`config.mk`:
```
export PLATFORM = sky130hd
export DESIGN_NAME = fifo_wr_arbiter
export DESIGN_NICKNAME = d
export VERILOG_FILES = /design/src/rtl/fifo_arb_pkg.sv /design/src/rtl/fifo_wr_arbiter_rr_pick.sv /design/src/rtl/fifo_wr_arbiter.sv
export SDC_FILE = /design/constraint.sdc
export NUM_CORES = 1
export LEC_CHECK = 0
export CAP_MARGIN = 10
export CORE_MARGIN = 2
export CORE_UTILIZATION = 43
export DETAILED_ROUTE_END_ITERATION = 12
export PLACE_DENSITY = 0.85
export SYNTH_ARGS = -nofsm -noshare
export SYNTH_HDL_FRONTEND = slang
export SYNTH_SLANG_ARGS = --single-unit
```
`constraint.sdc`:
```
create_clock -name clk -period 2.6 [get_ports clk]
set_input_delay 0.65 -clock clk [delete_from_list [all_inputs] [get_ports clk]]
set_output_delay 0.65 -clock clk [all_outputs]
set_load 0.05 [all_outputs]
```
`src/rtl/fifo_arb_pkg.sv`:
```
// Shared types and constants for the FIFO write-port arbiter.
package fifo_arb_pkg;

    typedef enum logic {
        IDLE  = 1'b0,
        BURST = 1'b1
    } arb_state_e;

    localparam int DATA_W_DEFAULT = 8;
    localparam int FIFO_DEPTH     = 64;
    localparam int BEAT_W         = 8;

    // (base + off) mod n, for base < n and off <= n.
    function automatic int wrap_add(input int base, input int off, input int n);
        int sum;
        sum = base + off;
        if (sum >= n) begin
            sum = sum - n;
        end
        return sum;
    endfunction

endpackage

```
`src/rtl/fifo_wr_arbiter_rr_pick.sv`:
```
// Rotating-priority encoder: first asserted request at or after rr_ptr wins.
module rr_pick
    import fifo_arb_pkg::*;
#(
    parameter int N_REQ = 4
) (
    input  logic [N_REQ-1:0]         req,
    input  logic [$clog2(N_REQ)-1:0] rr_ptr,
    output logic [$clog2(N_REQ)-1:0] winner,
    output logic                     any_req
);

    localparam int IDX_W = $clog2(N_REQ);

    logic             found;
    logic [IDX_W-1:0] idx;

    // Scan rr_ptr, rr_ptr+1, ... with wrap; the first hit is the winner.
    always_comb begin
        // NOTE: every variable gets a default first so no latch is inferred.
        winner  = rr_ptr;
        any_req = |req;
        found   = 1'b0;
        idx     = rr_ptr;
        for (int k = 0; k < N_REQ; k++) begin
            idx = IDX_W'(wrap_add(int'(rr_ptr), k, N_REQ));
            if (!found && req[idx]) begin
                winner = idx;
                found  = 1'b1;
            end
        end
    end

endmodule

```
`src/rtl/fifo_wr_arbiter.sv`:
```
// Round-robin arbiter sharing one FIFO write port among N_REQ producers.
// A winner keeps the port for up to MAX_BURST accepted words; the FIFO's
// full flag stalls the owner without dropping ownership.
module fifo_wr_arbiter
    import fifo_arb_pkg::*;
#(
    parameter int N_REQ     = 4,
    parameter int DATA_W    = DATA_W_DEFAULT,
    parameter int MAX_BURST = 8
) (
    input  logic                    clk,
    input  logic                    rst,
    input  logic [N_REQ-1:0]        req,
    input  logic [N_REQ*DATA_W-1:0] req_data,
    input  logic [N_REQ-1:0]        req_last,
    output logic [N_REQ-1:0]        ack,
    output logic [N_REQ-1:0]        grant,
    output logic                    busy,
    output logic                    fifo_wr_en,
    output logic [DATA_W-1:0]       fifo_buf_in,
    input  logic                    fifo_buf_full
);

    localparam int                IDX_W     = $clog2(N_REQ);
    localparam logic [BEAT_W-1:0] MAX_BEATS = BEAT_W'(MAX_BURST);

    arb_state_e        state;
    logic [IDX_W-1:0]  owner;
    logic [IDX_W-1:0]  rr_ptr;
    logic [IDX_W-1:0]  winner;
    logic [BEAT_W-1:0] beat_cnt;
    logic [BEAT_W-1:0] beat_next;
    logic              any_req;
    logic              owner_req;
    logic              owner_last;
    logic              accept;
    logic              burst_done;

    rr_pick #(
        .N_REQ (N_REQ)
    ) u_rr_pick (
        .req     (req),
        .rr_ptr  (rr_ptr),
        .winner  (winner),
        .any_req (any_req)
    );

    // Word acceptance, ack fan-out, FIFO drive and end-of-burst detection.
    always_comb begin
        owner_req   = req[owner];
        owner_last  = req_last[owner];
        // A word presented during reset is never acked: ownership is being dropped.
        accept      = (state == BURST) && owner_req && !fifo_buf_full && !rst;
        beat_next   = (beat_cnt >= MAX_BEATS) ? beat_cnt : beat_cnt + BEAT_W'(1);
        burst_done  = (state == BURST) &&
                      (!owner_req || (accept && (owner_last || (beat_next == MAX_BEATS))));
        ack         = grant & {N_REQ{accept}};
        fifo_wr_en  = accept;
        fifo_buf_in = (grant != '0) ? req_data[int'(owner)*DATA_W +: DATA_W] : '0;
    end

    // Arbitration FSM with registered grant/busy, beat counter and rotation pointer.
    always_ff @(posedge clk) begin
        // NOTE: non-blocking assignments so every register sees pre-edge values.
        if (rst) begin
            state    <= IDLE;
            grant    <= '0;
            owner    <= '0;
            busy     <= 1'b0;
            rr_ptr   <= '0;
            beat_cnt <= '0;
        end else begin
            case (state)
                IDLE: begin
                    if (any_req) begin
                        state    <= BURST;
                        grant    <= N_REQ'(1) << winner;
                        owner    <= winner;
                        busy     <= 1'b1;
                        beat_cnt <= '0;
                    end
                end
                BURST: begin
                    if (accept) begin
                        beat_cnt <= beat_next;
                    end
                    if (burst_done) begin
                        state  <= IDLE;
                        grant  <= '0;
                        busy   <= 1'b0;
                        rr_ptr <= IDX_W'(wrap_add(int'(owner), 1, N_REQ));
                    end
                end
                default: begin
                    state <= IDLE;
                    grant <= '0;
                    busy  <= 1'b0;
                end
            endcase
        end
    end

endmodule

```
==> flow_summary.toml, run 1 <==
[synth]
ys_seq_elements = 18
synth_area_um2 = 1240
yosysWarnings = 0
synth.distinct_cells = 39
synth-seq-area-share_pct = 29.0
synth_fp_nets = 175
syn_inst = 130
synth.avg_cell_area_um2 = 9.55

[power]
pwr-share-seq_pct = 34.1
intPower_uw = 576
powerDensity_nw_per_um2 = 442
pwr-share-comb_pct = 46.1
p_sw_uw = 324
power_leakage_uw = 0.000777
p_total_uw = 899
p_clk_share_pct = 19.7
switching_share_pct = 36.0
vdd_drop_max_uv = 329

[global_routing]
use_met3_pct = 4.91
grt_pass1_wl_um = 5980
antenna_found_initial = 0
grt_pass1_vias = 1277
grt_busiest_layer = "met2"
use_met2_pct = 44.3
grt_max_degree = 19
track_usage_pct = 23.5
met1_usage_pct = 26.7
overflow = 0

[die]
dieHeight_um = 57.7
core_um2 = 2760
rows = 19
fp.dieW_um = 57.7
die_area_um2 = 3330
io_pins = 61
start_util_pct = 45.0

[cts]
clock_sinks = 18
cts_tree = "yes"
cts_made_buffers = 3
clk_pin_slew_ns = 0.10
ctsRootBufferMaster = "clkbuf_4"
clk_latency_ns = 0.30
cts_htree_levels = 1
cts_buffer_depth = 2
postCtsHoldBufs = 0

[route]
ant_nets = 0
drc = 0
postRouteWirelength_um = 3790
avgRoutedWirePerCell_um = 16.2
drtIter0Drc = 40
drt_pass1_iterations = 4
post_drt_via_cell_ratio = 5.61
dr_total_vias = 1313

[final_layout]
n_antenna_cell = 0
layout.nets = 249
final_common_cell = "clkdlybuf4s50_1"
post-route-util_pct = 73.7
final_cell_mix = "43 x clkdlybuf4s50_1, 21 x buf_4, 18 x dfxtp_1, 12 x nor2b_1, 12 x nor2_1"
multi_input_area_um2 = 860
fin_area_um2 = 2030
fill_cells = 204
drive_gt1_share_pct = 25.6
regArea_um2 = 360
area_delta_synth_final_pct = 63.8

[timing]
clock_skew_ns = 0.00351
finalHoldViolCount = 0
rsz0062_at_grt = "false"
worst_slew_pin_slew_ns = 0.650
slew_viol_final = 0
relSlewSlack_pct = 56.6
period_share_pct = 98.3
setup-violations-final = 0
fin_crit_ns = 2.56
timing.fmax_mhz = 391

[setup_path]
worstSetupEndpointType = "primary output"
critPathRequiredTime_ns = 1.95
path_class = "input pin to primary output"
critical_path.startpoint = "rst"
crit-reg2reg-launch = "owner[0]"
crit_fanout = 5
crit_end = "fifo_wr_en"
regToRegSetupSlack_ns = 0.52
reg2reg_depth = 6
r2r_end = "grant[1]"
arrival_ns = 1.91
crit_path_start_kind = "input pin"

[job]
drv_cap = 0

[placed_design]
placed_cell_area_um2 = 1990
dp_hpwl_um = 3160
place_congestion = 0.783
port_buffers = 60

[hold_path]
worst_hold_path_type = "flip-flop to flip-flop"

[run_status]
status = "completed"
==> worst max-delay path, stage by stage <==
cell	delay [ns]
clkdlybuf4s50_1	0.47
nor4b_4	0.42
buf_4	0.23
buf_12	0.14
==> registers in the layout (all words and copies together), names as in the netlist <==
signal    count
beat_cnt      8
grant         4
owner         2
rr_ptr        2
busy          1
state         1
==> layer usage <==
layer	share of wire [%]	wire length [um]
met1	38	1440
met2	53	1990
met3	8.4	320
met4	1.1	42
met5	0	0
==> through the flow <==
stage | hold slack (ns) | setup TNS [ns] | worst slack (ns) | instances
after global routing | 0.512 | 0 | 0.00629 | 234
final | 0.492 | 0 | 0.0430 | 234
after floorplan | 0.445 | -0.533 | -0.133 | 130
after CTS | 0.493 | 0 | 0.00823 | 234
after detailed placement | 0.470 | -0.770 | -0.161 | 229
after global placement | 0.457 | -0.537 | -0.118 | 229
==> cells in the mapped netlist <==
library cell | instances | area share, %
dfxtp_1 | 18 | 29
nor2_1 | 12 | 3.6
nor2b_1 | 12 | 6.0
a21oi_1 | 10 | 4.0
mux4_2 | 10 | 18
and2_1 | 9 | 4.5
nand2_1 | 6 | 1.8
mux2i_1 | 5 | 4.0
nand2b_1 | 5 | 2.5
inv_1 | 4 | 1.2
o21ai_0 | 3 | 1.2
a311oi_1 | 2 | 1.4
clkbuf_1 | 2 | 0.61
ha_1 | 2 | 2.0
nand3_1 | 2 | 0.81
nand3b_1 | 2 | 1.2
nor4_1 | 2 | 1.0
or2_2 | 2 | 1.0
or4_1 | 2 | 1.2
a211oi_1 | 1 | 0.61
a21boi_0 | 1 | 0.61
a21o_1 | 1 | 0.61
a21o_2 | 1 | 0.71
a21oi_2 | 1 | 0.71
a21oi_4 | 1 | 1.3
a22oi_1 | 1 | 0.61
a32o_1 | 1 | 0.81
a32oi_1 | 1 | 0.71
and3_1 | 1 | 0.50
buf_1 | 1 | 0.30
buf_2 | 1 | 0.40
nand4b_1 | 1 | 0.71
nor3_1 | 1 | 0.40
nor4b_4 | 1 | 1.9
o211ai_1 | 1 | 0.61
o21ba_2 | 1 | 0.81
o221a_2 | 1 | 0.91
o31ai_1 | 1 | 0.61
xnor2_1 | 1 | 0.71
==> power groups by stage <==
stage / sequential [uW] / clock [uW] / combinational (uW)
2_1_floorplan: 333 / 0 / 226
3_3_place_gp: 312 / 0 / 405
3_5_place_dp: 313 / 0 / 415
4_1_cts: 307 / 180 / 417
5_1_grt: 309 / 193 / 439
6_report: 307 / 177 / 415
==> repair_timing <==
action | 4_1_cts | 5_1_grt
pin swaps | 0 | 1
gates resized for setup | 4 | 0
setup buffers | 1 | 0
setup endpoints to repair | 5 | 5
cloned | 0 | 0
hold endpoints to repair | 0 | 0
==> how the worst min path moves through the flow <==
stage          depth (start not counted)        start  slack [ns]           to
2_1_floorplan                          1  beat_cnt[4]        0.44  beat_cnt[4]
3_3_place_gp                           1  beat_cnt[7]        0.46  beat_cnt[7]
3_5_place_dp                           1  beat_cnt[7]        0.47  beat_cnt[7]
4_1_cts                                1  beat_cnt[7]        0.49  beat_cnt[7]
5_1_grt                                1  beat_cnt[4]        0.51  beat_cnt[4]
6_report                               1  beat_cnt[5]        0.49  beat_cnt[5]
==> final cells by class <==
cell class	count	share of cell area, %
clock buffers	4	1.78
well taps	31	1.91
multi-input cells	104	42.3
inverters	4	0.738
flip-flops and latches	18	17.7
repair buffers	73	35.6
==> logic make-up after synthesis <==
kind of cell               count (synthesis)  synth area share (%)
DFF                                       18                  29.0
and+or+nand+nor                           58                  27.3
buffers and inverters                      8                  2.52
xor gates and xnor gates                   1                 0.706
muxes                                     15                  22.2
AOI/OAI and AO/OA                         28                  16.2
adders and majority gates                  2                  2.02
(Power assumes the default switching activity.)
==> inputs of run 2 (changes only) <==
Settings changed: PLACE_DENSITY 0.85 to 0.82.
==> run 2 against run 1 <==
Utilization is 0.36 points lower. Final area is 0.49% lower. Setup slack worse by 0.0086 ns. Global-route usage is 0.49 points lower. Sequential cell count stayed put.
==> flow_summary.toml, run 2 (same netlist as run 1, synthesis figures left out) <==
[final_layout]
fill_cells = 206
regMostFlops = "beat_cnt"
layout.nets = 249
fin_area_um2 = 2020
final_common_cell = "clkdlybuf4s50_1"
largest_reg_flops = 8
post-route-util_pct = 73.4
area_delta_synth_final_pct = 63.0
n_antenna_cell = 0
largestRegisters = "beat_cnt: 8 flops, grant: 4 flops"
final_cell_mix = "42 x clkdlybuf4s50_1, 21 x buf_4, 17 x dfxtp_1, 12 x nor2b_1, 12 x nor2_1"
drive_gt1_share_pct = 25.7
fin_cells = 233

[placed_design]
place_congestion = 0.893
placed_cell_area_um2 = 1990
port_buffers = 60
dp_hpwl_um = 3070
place_ws_ns = -0.142
dp_cells = 229

[route]
drc = 0
dr_total_vias = 1322
avgRoutedWirePerCell_um = 15.9
drt_pass1_iterations = 4
ant_nets = 0
post_drt_via_cell_ratio = 5.67
postRouteWirelength_um = 3710
drtIter0Drc = 62

[die]
rows = 19
die_area_um2 = 3330
core_um2 = 2760
io_pins = 61
dieHeight_um = 57.7
start_util_pct = 45.0
fp.dieW_um = 57.7

[timing]
relSlewSlack_pct = 60.5
hold_slack_ns = 0.489
finalHoldViolCount = 0
slew_viol_final = 0
fin_crit_ns = 2.57
clock_skew_ns = 0.00332
timing.fmax_mhz = 390
period_share_pct = 98.7
setup-violations-final = 0
fin_ws_ns = 0.0344
worst_slew_pin_slew_ns = 0.588
rsz0062_at_grt = "false"

[global_routing]
antenna_found_initial = 0
track_usage_pct = 23.0
grt_pass1_vias = 1353
grt_pass1_wl_um = 5930
grt_max_degree = 19
overflow = 0

[run_status]
status = "completed"

[setup_path]
crit_path_start_kind = "input pin"
critPathMaxStageDelay_ns = 0.47
r2r_end = "grant[2]"
regToRegSetupSlack_ns = 0.49
slowest_stage = "mux4_2"
crit_chain = "clkdlybuf4s50_1 -> mux4_2 -> nor2b_1 -> buf_4"
worstSetupEndpointType = "primary output"
crit-reg2reg-launch = "owner[0]"
crit_fanout = 1
critPathRequiredTime_ns = 1.95
path_class = "input pin to primary output"
arrival_ns = 1.92
reg2reg_depth = 6

[power]
powerDensity_nw_per_um2 = 425
vdd_drop_max_uv = 390
power_leakage_uw = 0.000780

[cts]
cts_buffer_depth = 2
cts_tree = "yes"
clock_sinks = 18
cts_made_buffers = 3
ctsRootBufferMaster = "clkbuf_4"
clk_pin_slew_ns = 0.09
cts_htree_levels = 1
postCtsHoldBufs = 0
clk_latency_ns = 0.30

[hold_path]
whs_path_depth = 1
worst_hold_path_type = "flip-flop to flip-flop"
hp-start = "beat_cnt[4]"
worstHoldEndpoint = "beat_cnt[4]"

[job]
drv_cap = 0
-- run 2: cell types whose count changed in the layout (fill, tap and decap cells not counted), sizes merged --
cell,previous run,this run
clkbuf,4,3
clkdlybuf4s50,43,42
dlymetal6s2s,0,1
-- run 2: area by class of cell --
type / instances / area [um2] / share of cell area, %
inverter: 4 / 15.0 / 0.742
clock buffer: 3 / 22.5 / 1.11
timing repair buffer: 73 / 726 / 35.9
tap: 31 / 38.8 / 1.92
multi-input combinational: 104 / 860 / 42.5
sequential: 18 / 362 / 17.9
-- run 2: how the worst max path moves through the flow --
stage / startpoint / endpoint / slack, ns / cells after the start
floorplan: req[1] / ack[0] / -0.13 / 3
finish: req_data[21] / fifo_buf_in[5] / 0.03 / 4
detailed placement: req[3] / fifo_wr_en / -0.14 / 5
global placement: req[1] / fifo_wr_en / -0.12 / 5
CTS: fifo_buf_full / fifo_wr_en / 0.01 / 4
global route: req_data[21] / fifo_buf_in[5] / 0.02 / 4
-- run 2: critical path: cells and delay by family --
kind,cells,cell delay (ns)
buffers and inverters,2,0.63
muxes,1,0.47
and+or+nand+nor,1,0.15
-- run 2: repair_timing --
action / CTS / global route
cloned: 0 / 0
resized for setup: 4 / 2
pin swaps: 0 / 1
setup buffers: 1 / 1
setup endpoints to repair: 5 / 8
-- run 2: report_power, final --
part	internal, uW	switching [uW]
Sequential	291	17.9
Clock	54.1	86.6
Combinational	197	214
-- run 2: metrics by stage --
step	total power, uW	TNS (ns)
after floorplan	559	-0.533
after global placement	716	-0.567
after detailed placement	729	-0.679
after CTS	864	0
after global routing	898	0
final	861	0
-- run 2: layer usage --
layer	part of all wire [%]	GRT usage (%)	vias up
li1	-	-	631
met4	2.5	8.97	0
met2	51	45.0	74
met3	9.1	3.57	9
met1	38	24.2	608
met5	0	0	-
